===== src/rtl/vram_arbiter.sv =====
// Single-port VRAM arbiter: video fetch has absolute priority; CPU writes drain from a
// small FIFO and one CPU read is serviced after earlier writes. Option: VRAM_BLANK_ONLY_EN.
module vram_arbiter #(
  parameter int ADDR_W  = 14,
  parameter int FIFO_AW = 2
) (
  input  logic              clk,
  input  logic              reset,
  input  logic [ADDR_W-1:0] cpu_addr,
  input  logic [7:0]        cpu_wdata,
  input  logic              cpu_we,
  input  logic              cpu_re,
  output logic              cpu_ready,
  output logic [7:0]        cpu_rdata,
  output logic              cpu_rvalid,
  input  logic              vga_req,
  input  logic [ADDR_W-1:0] vga_addr,
  output logic [7:0]        vga_data,
  output logic              vga_valid,
  input  logic              hblank,
  input  logic              vblank,
  output logic [ADDR_W-1:0] ram_addr,
  output logic [7:0]        ram_din,
  output logic              ram_wen,
  input  logic [7:0]        ram_dout
);

  localparam int DEPTH = 1 << FIFO_AW;
  localparam logic [FIFO_AW:0] PTR_ONE = 1;

  typedef enum logic {IDLE, RD_WAIT} state_t;

  state_t                state_q, state_d;
  logic [ADDR_W+7:0]     fifo_mem [DEPTH];
  logic [FIFO_AW:0]      wr_ptr_q, wr_ptr_d, rd_ptr_q, rd_ptr_d;
  logic                  rd_pending_q, rd_pending_d;
  logic [ADDR_W-1:0]     rd_addr_q, rd_addr_d;
  logic                  cpu_ready_q, cpu_ready_d;
  logic [ADDR_W-1:0]     ram_addr_q;
  logic [7:0]            ram_din_q;
  logic                  vga_valid_q;
  logic [7:0]            vga_data_q;
  logic [7:0]            cpu_rdata_q;

  logic                  fifo_empty, fifo_full, full_d;
  logic [ADDR_W+7:0]     fifo_head;
  logic                  push, pop, rd_accept, rd_issue, cpu_slot_ok;

`ifdef VRAM_BLANK_ONLY_EN
  assign cpu_slot_ok = hblank || vblank;
`else
  logic unused_blank;
  assign unused_blank = hblank | vblank;
  assign cpu_slot_ok  = 1'b1;
`endif

  // Wrap-bit pointers: equal means empty, MSB-only difference means full.
  assign fifo_empty = (wr_ptr_q == rd_ptr_q);
  assign fifo_full  = (wr_ptr_q[FIFO_AW] != rd_ptr_q[FIFO_AW]) &&
                      (wr_ptr_q[FIFO_AW-1:0] == rd_ptr_q[FIFO_AW-1:0]);
  assign fifo_head  = fifo_mem[rd_ptr_q[FIFO_AW-1:0]];

  assign push      = cpu_we && cpu_ready_q && !reset;
  assign rd_accept = cpu_re && !cpu_we && cpu_ready_q && !reset;

  // RAM slot grant: video, then FIFO drain, then the pending read.
  always_comb begin
    ram_addr = ram_addr_q;
    ram_din  = ram_din_q;
    ram_wen  = 1'b0;
    pop      = 1'b0;
    rd_issue = 1'b0;
    if (reset) begin
      ram_addr = '0;
      ram_din  = '0;
    end else if (vga_req) begin
      ram_addr = vga_addr;
    end else if (!fifo_empty && cpu_slot_ok) begin
      pop               = 1'b1;
      ram_wen           = 1'b1;
      {ram_addr, ram_din} = fifo_head;
    end else if (rd_pending_q && fifo_empty && state_q == IDLE && cpu_slot_ok) begin
      rd_issue = 1'b1;
      ram_addr = rd_addr_q;
    end
  end

  always_comb begin
    state_d      = state_q;
    rd_pending_d = rd_pending_q;
    rd_addr_d    = rd_addr_q;
    case (state_q)
      IDLE:    if (rd_issue) state_d = RD_WAIT;
      RD_WAIT: begin
        state_d      = IDLE;
        rd_pending_d = 1'b0;
      end
      default: state_d = IDLE;
    endcase
    if (rd_accept) begin
      rd_pending_d = 1'b1;
      rd_addr_d    = cpu_addr;
    end
  end

  always_comb begin
    wr_ptr_d = wr_ptr_q;
    rd_ptr_d = rd_ptr_q;
    if (push) wr_ptr_d = wr_ptr_q + PTR_ONE;
    if (pop)  rd_ptr_d = rd_ptr_q + PTR_ONE;
    full_d      = (wr_ptr_d[FIFO_AW] != rd_ptr_d[FIFO_AW]) &&
                  (wr_ptr_d[FIFO_AW-1:0] == rd_ptr_d[FIFO_AW-1:0]);
    cpu_ready_d = !full_d && !rd_pending_d;
  end

  // Read data arrives during RD_WAIT (synchronous RAM, one cycle after issue).
  assign cpu_ready  = cpu_ready_q;
  assign cpu_rvalid = (state_q == RD_WAIT) && !reset;
  assign cpu_rdata  = cpu_rvalid ? ram_dout : cpu_rdata_q;
  assign vga_valid  = vga_valid_q;
  assign vga_data   = vga_valid_q ? ram_dout : vga_data_q;

  always_ff @(posedge clk) begin
    if (push) fifo_mem[wr_ptr_q[FIFO_AW-1:0]] <= {cpu_addr, cpu_wdata};
  end

  always_ff @(posedge clk) begin
    if (reset) begin
      state_q      <= IDLE;
      wr_ptr_q     <= '0;
      rd_ptr_q     <= '0;
      rd_pending_q <= 1'b0;
      rd_addr_q    <= '0;
      cpu_ready_q  <= 1'b1;
      ram_addr_q   <= '0;
      ram_din_q    <= '0;
      vga_valid_q  <= 1'b0;
      vga_data_q   <= '0;
      cpu_rdata_q  <= '0;
    end else begin
      state_q      <= state_d;
      wr_ptr_q     <= wr_ptr_d;
      rd_ptr_q     <= rd_ptr_d;
      rd_pending_q <= rd_pending_d;
      rd_addr_q    <= rd_addr_d;
      cpu_ready_q  <= cpu_ready_d;
      ram_addr_q   <= ram_addr;
      ram_din_q    <= ram_din;
      vga_valid_q  <= vga_req;
      vga_data_q   <= vga_data;
      cpu_rdata_q  <= cpu_rdata;
    end
  end

endmodule

===== config.mk =====
export PLATFORM = sky130hd
export DESIGN_NAME = vram_arbiter
export DESIGN_NICKNAME = d
export VERILOG_FILES = /design/src/rtl/vram_arbiter.sv
export SDC_FILE = /design/constraint.sdc
export NUM_CORES = 1
export LEC_CHECK = 0
export CAP_MARGIN = 20
export CORE_ASPECT_RATIO = 2
export CORE_MARGIN = 10
export CORE_UTILIZATION = 40
export CTS_CLUSTER_SIZE = 16
export DETAILED_ROUTE_END_ITERATION = 7
export PLACE_DENSITY = 0.68
export SLEW_MARGIN = 20
export SYNTH_ARGS = -nofsm -noshare
export SYNTH_HDL_FRONTEND = slang
export SYNTH_SLANG_ARGS = --single-unit
export TNS_END_PERCENT = 1

===== constraint.sdc =====
create_clock -name clk -period 1.95 [get_ports clk]
set_input_delay 0.39 -clock clk [delete_from_list [all_inputs] [get_ports clk]]
set_output_delay 0.39 -clock clk [all_outputs]
set_load 0.01 [all_outputs]

# Word level (Yosys, flattened, before mapping)
# Memories as Yosys holds them, arrays and structs flattened. A register that Yosys moved wholly into a read port is not among the register bits.
# Index checks and enable logic that the tools add are counted.
dict set report op_classes {
  n_div 0
  n_eq_ne 3
  shift 0
  n_mul 0
  magnitude_cmp 0
  add_sub_neg 2
  n_bitwise 1
  muxes 25
  n_reduce_logical 14
}
# operator n
set op_table {}
lappend op_table {{2-to-1 mux 14 bit} 4}
lappend op_table {{2-to-1 mux 8 bit} 5}
lappend op_table {{2-to-1 mux 1 bit} 12}
lappend op_table {{logical AND 1 bit} 10}
lappend op_table {{adder 3 x 1 -> 3 bit (second input constant)} 2}
lappend op_table {{2-to-1 mux 3 bit} 2}
lappend op_table {{zero test 1 bit} 4}
lappend op_table {{== test 3 bit} 1}
lappend op_table {{== test 2 bit} 1}
lappend op_table {{2-to-1 mux 2 bit} 1}
lappend op_table {{case mux 1 bit (2 select lines)} 1}
lappend op_table {{inequality test 1 bit} 1}
lappend op_table {{inverter 1 bit} 1}
dict set report word_totals {
  ff_bits 62
  output_inout_bits 42
  rom_bits 0
  ram_bits 88
  n_memories 1
  latchBits 0
  in_bits 51
  elab_cells 57
}
# name words width rd rd_ports_with_merged_regs wr line
set mem_list {}
lappend mem_list {fifo_mem 4 22 1 1 1 34} ;# logic [ADDR_W+7:0] fifo_mem [DEPTH];

# Logic depth before layout (Yosys ltp)
# Gate-level depths: netlist (run 1).
dict set report depth {
  word_depth 9
  depth_mapped 7
  mapped_depth_nobuf 5
}

# Worst setup path after synthesis (run 1)
# OpenSTA, ideal clock, no wires.
dict set report synth_timing {
  path_kind {register to output}
  start {register rd_ptr_q[0]}
  end {output port ram_addr[10]}
  arrival_time_ns 1.566
  path_stages_with_launch 8
  n_path_buf 2
  slack_ns -0.006
  required_time_ns 1.560
  cell_sequence {dfxtp_1 > buf_4 > xnor2_1 > and3_4 > clkbuf_4 > nor2_1 > a211o_1 > a21oi_1}
}
dict set report synth_via {
  elab_chain_cells 7
}
# element line
set synth_lines {}
lappend synth_lines {{from (decl)} 35} ;# logic [FIFO_AW:0] wr_ptr_q, wr_ptr_d, rd_ptr_q, rd_ptr_d;
lappend synth_lines {{from (signal assigned)} 143} ;# rd_ptr_q <= rd_ptr_d;
lappend synth_lines {{== test 3 bit *} 58} ;# assign fifo_empty = (wr_ptr_q == rd_ptr_q);
lappend synth_lines {{logical AND 1 bit (2 in series)} 82} ;# end else if (rd_pending_q && fifo_empty && state_q == IDLE && cpu_slot_ok) begin
lappend synth_lines {{2-to-1 mux 14 bit} 82}
lappend synth_lines {{2-to-1 mux 14 bit *} 78} ;# end else if (!fifo_empty && cpu_slot_ok) begin
lappend synth_lines {{2-to-1 mux 14 bit *} 76} ;# end else if (vga_req) begin
lappend synth_lines {{2-to-1 mux 14 bit *} 73} ;# if (reset) begin
lappend synth_lines {{to (decl)} 22} ;# output logic [ADDR_W-1:0] ram_addr,
# Every way passes the cells marked *; elsewhere a longest branch is shown, timed or not.

# Worst setup path after layout (run 1)
dict set report layout_timing {
  start {register wr_ptr_q[1]}
  end {output port ram_addr[8]}
}
dict set report layout_via {
  elab_chain_cells 7
}
# element line
set layout_lines {}
lappend layout_lines {{from (decl)} 35}
lappend layout_lines {{from (signal assigned)} 142} ;# wr_ptr_q <= wr_ptr_d;
lappend layout_lines {{== test 3 bit *} 58}
lappend layout_lines {{logical AND 1 bit (2 in series)} 82}
lappend layout_lines {{2-to-1 mux 14 bit} 82}
lappend layout_lines {{2-to-1 mux 14 bit *} 78}
lappend layout_lines {{2-to-1 mux 14 bit *} 76}
lappend layout_lines {{2-to-1 mux 14 bit *} 73}
# Marks and branches as above.

==> run_results.csv, run 1 <==
group,metric,value,unit
place,dpl.cell_count,757,
pwr,leakagePower,0.003224,µW
worst_setup_path,critPathSlowestCell,"dfxtp_2",
floorplanning,core,0.01482,mm²
synthesis,avgSynthCellArea,13.65,µm²
worst_setup_path,path_cells,"xnor2_4 > and3_4 > buf_12 > buf_4 > nor2_1 > a211o_1 > a21oi_1 > buf_2",
hold_path,hp-class,"in -> reg",
global_route,grt_usage,14.77,%
job,drv_cap,0,
finish,areaGrowthSynthToFinish,39.60,%
synthesis,synth_edf_count,88,
synthesis,synth.top_cell.area_share,43.60,%
synthesis,synth-seq-cells,150,
timing,hold_viol_final,0,
finish,post-route-util,57.09,%
worst_setup_path,path_max_fanout,5,
floorplanning,die_h,194.1,µm
timing,holdWs,0.3477,ns
global_route,overflow,0,
timing,finalSetupViolations,23,
floorplanning,die-area,0.02077,mm²
timing,post-route-period-util,129.3,%
worst_setup_path,crit_buf_inv,3,
worst_setup_path,critPathCapture,"ram_addr[8]",
timing,finalMaxSlewViolations,0,
pwr,power_density,928.3,mW/mm²
global_route,antenna_found_initial,0,
drt,final_antenna_net_count,0,
global_route,grt_max_degree,32,
hold_path,hold_depth,3,
drt,first_iter_violations,116,
hold_path,min_from,"reset",
timing,timing.fmax,396.6,MHz
worst_setup_path,worstSetupStartpoint,"wr_ptr_q[1]",
clocking,numClockSinks,150,
worst_setup_path,path_depth,8,
status,violations,"negative setup slack",
synthesis,synthMostInstantiatedCell,"edfxtp_1",
global_route,grt_first_pass_wirelength,23.97,mm
clocking,cts_buffers,17,
worst_setup_path,r2r-end,"cpu_ready",
clocking,h-tree-depth,4,
drt,drcViolationCount,0,
floorplanning,die_w,107.0,µm
place,port_buffers,90,
worst_setup_path,cpPeakStageDelay,0.36,ns
pwr,p_seq_share,44.6,%
worst_setup_path,end_kind,"output pin",
pwr,p_clk_share,42.1,%
timing,relSlewSlack,80.24,%
synthesis,ys_types,33,
worst_setup_path,cp_top_family,"buffers and inverters",
worst_setup_path,rrSetupSlack,0.07,ns
synthesis,synth_top_area_cell,"edfxtp_1",
timing,rsz0062_at_grt,"yes",
synthesis,synth-seq-area-share,64.08,%
finish,diodes,0,
worst_setup_path,reg2reg_depth,8,
synthesis,synth_commonest_cells,"edfxtp_1, dfxtp_1, a21oi_1",
place,dp_slack,-0.5765,ns
drt,wl,14.88,mm
worst_setup_path,timing.rr.start,"wr_ptr_q[1]",
floorplanning,start_util,40.90,%
drt,vias_per_cell,4.957,
synthesis,synth_nets,500,
drt,first_pass_iters,4,
synthesis,syn_area,0.006061,mm²
synthesis,ys_async_sr_fraction,0,%
pwr,swShare,22.84,%
clocking,cts.clk_slew.worst_paths,0.06,ns
floorplanning,io_pins,93,
clocking,cts_hold_buffers,0,
clocking,worstSkewPairLatency,0.42,ns
drt,wl_per_cell,18.41,µm
drt,routed-via-count,4005,
pwr,peakVddDrop,0.0006525,V
finish,fin_nets,656,
clocking,cts_tree,"done",
timing,worst_clock_skew,0.01085,ns
worst_setup_path,crit_type,"reg -> out",
finish,fin_cells,808,
synthesis,postSynthCellCount,444,
status,status,"finished with violations",
finish,nFillCells,1221,
synthesis,yosys-top-cells-area,"edfxtp_1, dfxtp_1, mux4_2, a21oi_1, mux2_2",
synthesis,synth-main-ff-cell,"edfxtp_1",
place,globalplace.congestion,0.7855,
timing,final.min_clock_period,2.521,ns
global_route,first_global_vias,4491,
timing,setup_slack,-0.5712,ns
clocking,cts_root_buffer,"clkbuf_16",
place,dp_hpwl,10.32,mm
timing,tightestPinTransition,0.2964,ns
pwr,p_sw,1794,µW
synthesis,synth_warnings,0,
pwr,combPwrFrac,13.3,%
clocking,clk_path_buf_depth,2,
worst_setup_path,arrival,2.13,ns
finish,drive_above_1_share,35.24,%
pwr,p_int,6060,µW
floorplanning,placementRows,63,
worst_setup_path,cp-start-kind,"flop",
pwr,totalPowerFinal,7854,µW
worst_setup_path,cp.required,1.56,ns
-- cell type report --
| type | count | area, µm² | area share (%) |
|---|---|---|---|
| inverter | 4 | 15.01 | 0.1775 |
| multi-input combinational | 261 | 2201 | 26.01 |
| clock buffer | 19 | 432.9 | 5.117 |
| tap | 195 | 244.0 | 2.884 |
| sequential | 150 | 3894 | 46.02 |
| clock inverter | 13 | 172.7 | 2.041 |
| timing repair buffer | 166 | 1501 | 17.75 |
-- sequential cells by signal, summed over array words and instances (netlist names) --
signal,count
fifo_mem,88
ram_addr_q,14
rd_addr_q,14
cpu_rdata_q,8
ram_din_q,8
vga_data_q,8
rd_ptr_q,3
wr_ptr_q,3
cpu_ready,1
rd_pending_q,1
state_q,1
vga_valid,1
-- power by group through the flow --
| stage | Sequential [µW] | Clock, µW | Combinational (µW) |
|---|---|---|---|
| after global placement | 3560 | 0 | 892 |
| after detailed placement | 3570 | 0 | 912 |
| after floorplan | 3560 | 0 | 472 |
| after global routing | 3510 | 3540 | 1130 |
| final | 3510 | 3300 | 1040 |
| after CTS | 3500 | 3360 | 1030 |
-- worst register-to-register path, delay by kind of cell (launching register included) --
family                 cells  cell delay, ns
flip-flops                 1            0.36
XOR/XNOR                   1            0.29
multiplexers               1            0.28
buffers and inverters      3            0.41
AO/OA/AOI/OAI              1            0.15
AND/OR/NAND/NOR            2            0.32
-- how the worst min path moves through the flow --
stage / end / slack, ns
after floorplan: ram_din_q[0] / 0.44
after global placement: ram_din_q[6] / 0.45
final: cpu_rdata_q[0] / 0.35
after global routing: cpu_rdata_q[2] / 0.34
after CTS: cpu_rdata_q[0] / 0.34
after detailed placement: ram_din_q[2] / 0.46
-- timing repair --
item	CTS	global route
endpoints found under the setup margin	40	37
cloned	3	0
gates resized for setup	182	17
endpoints found under the hold margin	0	0
setup buffers	13	3
pin swaps	36	4
-- kinds of logic (layout without fill, tap and decap cells) --
family	count (synthesis)	count (layout)	synth area share (%)
compound gates	76	76	7.184
xor+xnor	11	11	1.714
fa+ha+maj	5	5	1.032
buf+inv	36	202	2.973
flops	150	150	64.08
mux	55	55	13.98
simple gates	111	114	9.042
-- per-layer routing --
metal	part of all wire, %	up-vias	GRT usage [%]
met1	37	1949	14.82
met3	3.8	23	3.628
met2	56	96	27.39
li1	-	1937	-
met5	0	-	0
met4	2.5	0	6.385
-- per-stage QoR --
stage               TNS (ns)  cell area, µm²
floorplan           -0.06307            6065
global placement      -31.55            7619
detailed placement    -32.50            7619
CTS                   -9.646            8394
global route          -12.17            8461
finish                -10.03            8461
-- cells in the final DEF (no fill, tap or decap), drive strengths merged, types with 14 or more instances in the layout --
master / count
a21oi: 46
nand2b: 16
mux4: 22
o21ai: 14
clkdlybuf4s50: 49
buf: 108
mux2i: 16
clkbuf: 20
nor2: 22
mux2: 17
a211o: 14
nand2: 45
edfxtp: 88
dfxtp: 62
nor2b: 17
Power figures use the tool's default switching activity.
==> run 2: changes to the inputs <==
Settings changed: CTS_CLUSTER_DIAMETER set to 120.
==> results of run 2 <==
The final DEF is identical to that of run 1; final timing and power are the same.
==> run 3: changes to the inputs <==
Settings changed: PLACE_DENSITY 0.68 to 0.65, RECOVER_POWER set to 25.
Clock period 1.95 ns to 3.2 ns, I/O delays scaled along.
==> run 3 against run 2 <==
  * The run now ends clean
  * Clock skew grew 0.0022 ns
  * Combinational power shrank 50%
  * Routed wire length shrank 6.2%
  * Clock power shrank 43%
  * Count of clock-buffer cells in the layout grew 2
==> run_results.csv, run 3 (synthesized netlist as in run 1, its figures left out) <==
group,metric,value,unit
timing,relSlewSlack,63.22,%
drt,wl_per_cell,18.52,µm
worst_setup_path,critPathSlowestCell,"clkdlybuf4s50_1",
floorplanning,io_pins,93,
floorplanning,die_h,194.1,µm
drt,final_antenna_net_count,0,
timing,final.min_clock_period,3.092,ns
timing,worst_clock_skew,0.01303,ns
timing,post-route-period-util,96.63,%
worst_setup_path,cp-start-kind,"flop",
timing,finalMaxSlewViolations,0,
drt,first_iter_violations,160,
place,port_buffers,90,
floorplanning,start_util,40.90,%
finish,fin_nets,601,
worst_setup_path,cpPeakStageDelay,0.57,ns
drt,wl,13.95,mm
pwr,peakVddDrop,0.0003949,V
worst_setup_path,cp.required,2.56,ns
global_route,first_global_vias,4140,
timing,setup_slack,0.1077,ns
drt,first_pass_iters,4,
finish,final_common_cell,"edfxtp_1",
job,drv_cap,0,
floorplanning,die_w,107.0,µm
clocking,numClockSinks,150,
finish,largest_reg_flops,88,
finish,post-route-util,53.22,%
global_route,antenna_found_initial,1,
timing,timing.fmax,323.4,MHz
hold_path,hp-class,"reg -> reg",
timing,tns,0,ns
worst_setup_path,arrival,2.45,ns
status,status,"completed",
worst_setup_path,path_max_fanout,8,
global_route,grt_max_degree,89,
finish,final_cell_mix,"edfxtp_1, clkdlybuf4s50_1, dfxtp_1, nand2_1, a21oi_1",
floorplanning,core,0.01482,mm²
global_route,overflow,0,
clocking,worstSkewPairLatency,0.42,ns
worst_setup_path,end_kind,"output pin",
clocking,cts_root_buffer,"clkbuf_16",
place,dp_hpwl,9.281,mm
pwr,power_density,573.8,mW/mm²
worst_setup_path,crit_type,"reg -> out",
drt,vias_per_cell,5.066,
timing,tightestPinTransition,0.5516,ns
finish,diodes,0,
floorplanning,placementRows,63,
clocking,cts_tree,"done",
floorplanning,die-area,0.02077,mm²
clocking,cts_buffers,17,
timing,hold_viol_final,0,
finish,drive_above_1_share,18.64,%
place,dp_slack,0.02287,ns
place,globalplace.congestion,0.7187,
clocking,clk_path_buf_depth,2,
finish,areaGrowthSynthToFinish,30.12,%
worst_setup_path,cp_top_family,"buffers and inverters",
timing,rsz0062_at_grt,"no",
drt,routed-via-count,3815,
timing,finalSetupViolations,0,
global_route,grt_usage,13.78,%
drt,drcViolationCount,0,
clocking,h-tree-depth,4,
worst_setup_path,path_cells,"xnor2_4 > and3_4 > nor2_1 > a211o_1 > a21oi_1 > clkdlybuf4s50_1",
worst_setup_path,crit_buf_inv,1,
worst_setup_path,rrSetupSlack,1.42,ns
clocking,cts.clk_slew.worst_paths,0.07,ns
global_route,grt_first_pass_wirelength,21.91,mm
pwr,leakagePower,0.002851,µW
-- run 3: changes by cell type in the layout (fill, tap and decap cells not counted), sizes merged, moves of 6 or more --
cell           previous run  this run
buf                     108        23
clkdlybuf4s15             7         0
clkdlybuf4s50            49        62
clkinv                    2         8
dlygate4sd2               1         8
dlygate4sd3               0        18
-- run 3: layout make-up --
type,count,area [µm²]
clock buffers,21,461.7
clock inverters,11,100.1
fillers,1311,6933
inverters,4,15.01
multi-input cells,260,2097
flip-flops and latches,150,3887
well taps,195,244.0
repair buffers,112,1081
-- run 3: where the power goes --
group,switching [µW],total [µW],internal [µW]
sequential,25.5,2140,2110
combinational,252,515,263
clock,756,1870,1120
total,1030,4520,3490
-- run 3: metrics by stage --
step	instance area, µm²	power [µW]	instances	hold WS, ns
after global routing	7886	4708	753	0.4974
after CTS	7830	4558	750	0.4653
final	7886	4525	753	0.4654
after floorplan	6061	2456	444	0.4442
after global placement	7212	2659	715	0.4508
after detailed placement	7212	2673	715	0.4571
-- run 3: per-layer routing --
metal	wire length (µm)	part of all wire, %	track usage, %
met5	13	0.093	0
met3	743	5.3	4.561
met4	206	1.5	5.430
met1	5105	37	13.19
met2	7877	56	25.71
-- run 3: path summary, 6_finish.rpt --
kind / from / to / depth (start not counted)
worst max-delay path: rd_ptr_q[1] / ram_addr[11] / 6
worst min-delay path: ram_din_q[3] / ram_din_q[3] / 2
worst max register to register: rd_ptr_q[1] / cpu_ready / 6
worst min register to register: ram_din_q[3] / ram_din_q[3] / 2
-- run 3: worst register-to-register path, cell delays in order (launching register included) --
cell and delay, ns:
dfxtp_1 0.45, xnor2_4 0.18, and3_4 0.39, nor3_2 0.08
buf_4 0.16, mux2_1 0.28, a31oi_1 0.16
-- run 3: timing repair --
item | 4_1_cts | 5_1_grt
endpoints found under the setup margin | 22 | 14
setup buffers | 1 | 3
resized for setup | 15 | 9
hold endpoints to repair | 0 | 0
hold buffers | 0 | 0
gates cloned | 2 | 0
pin swaps | 2 | 3
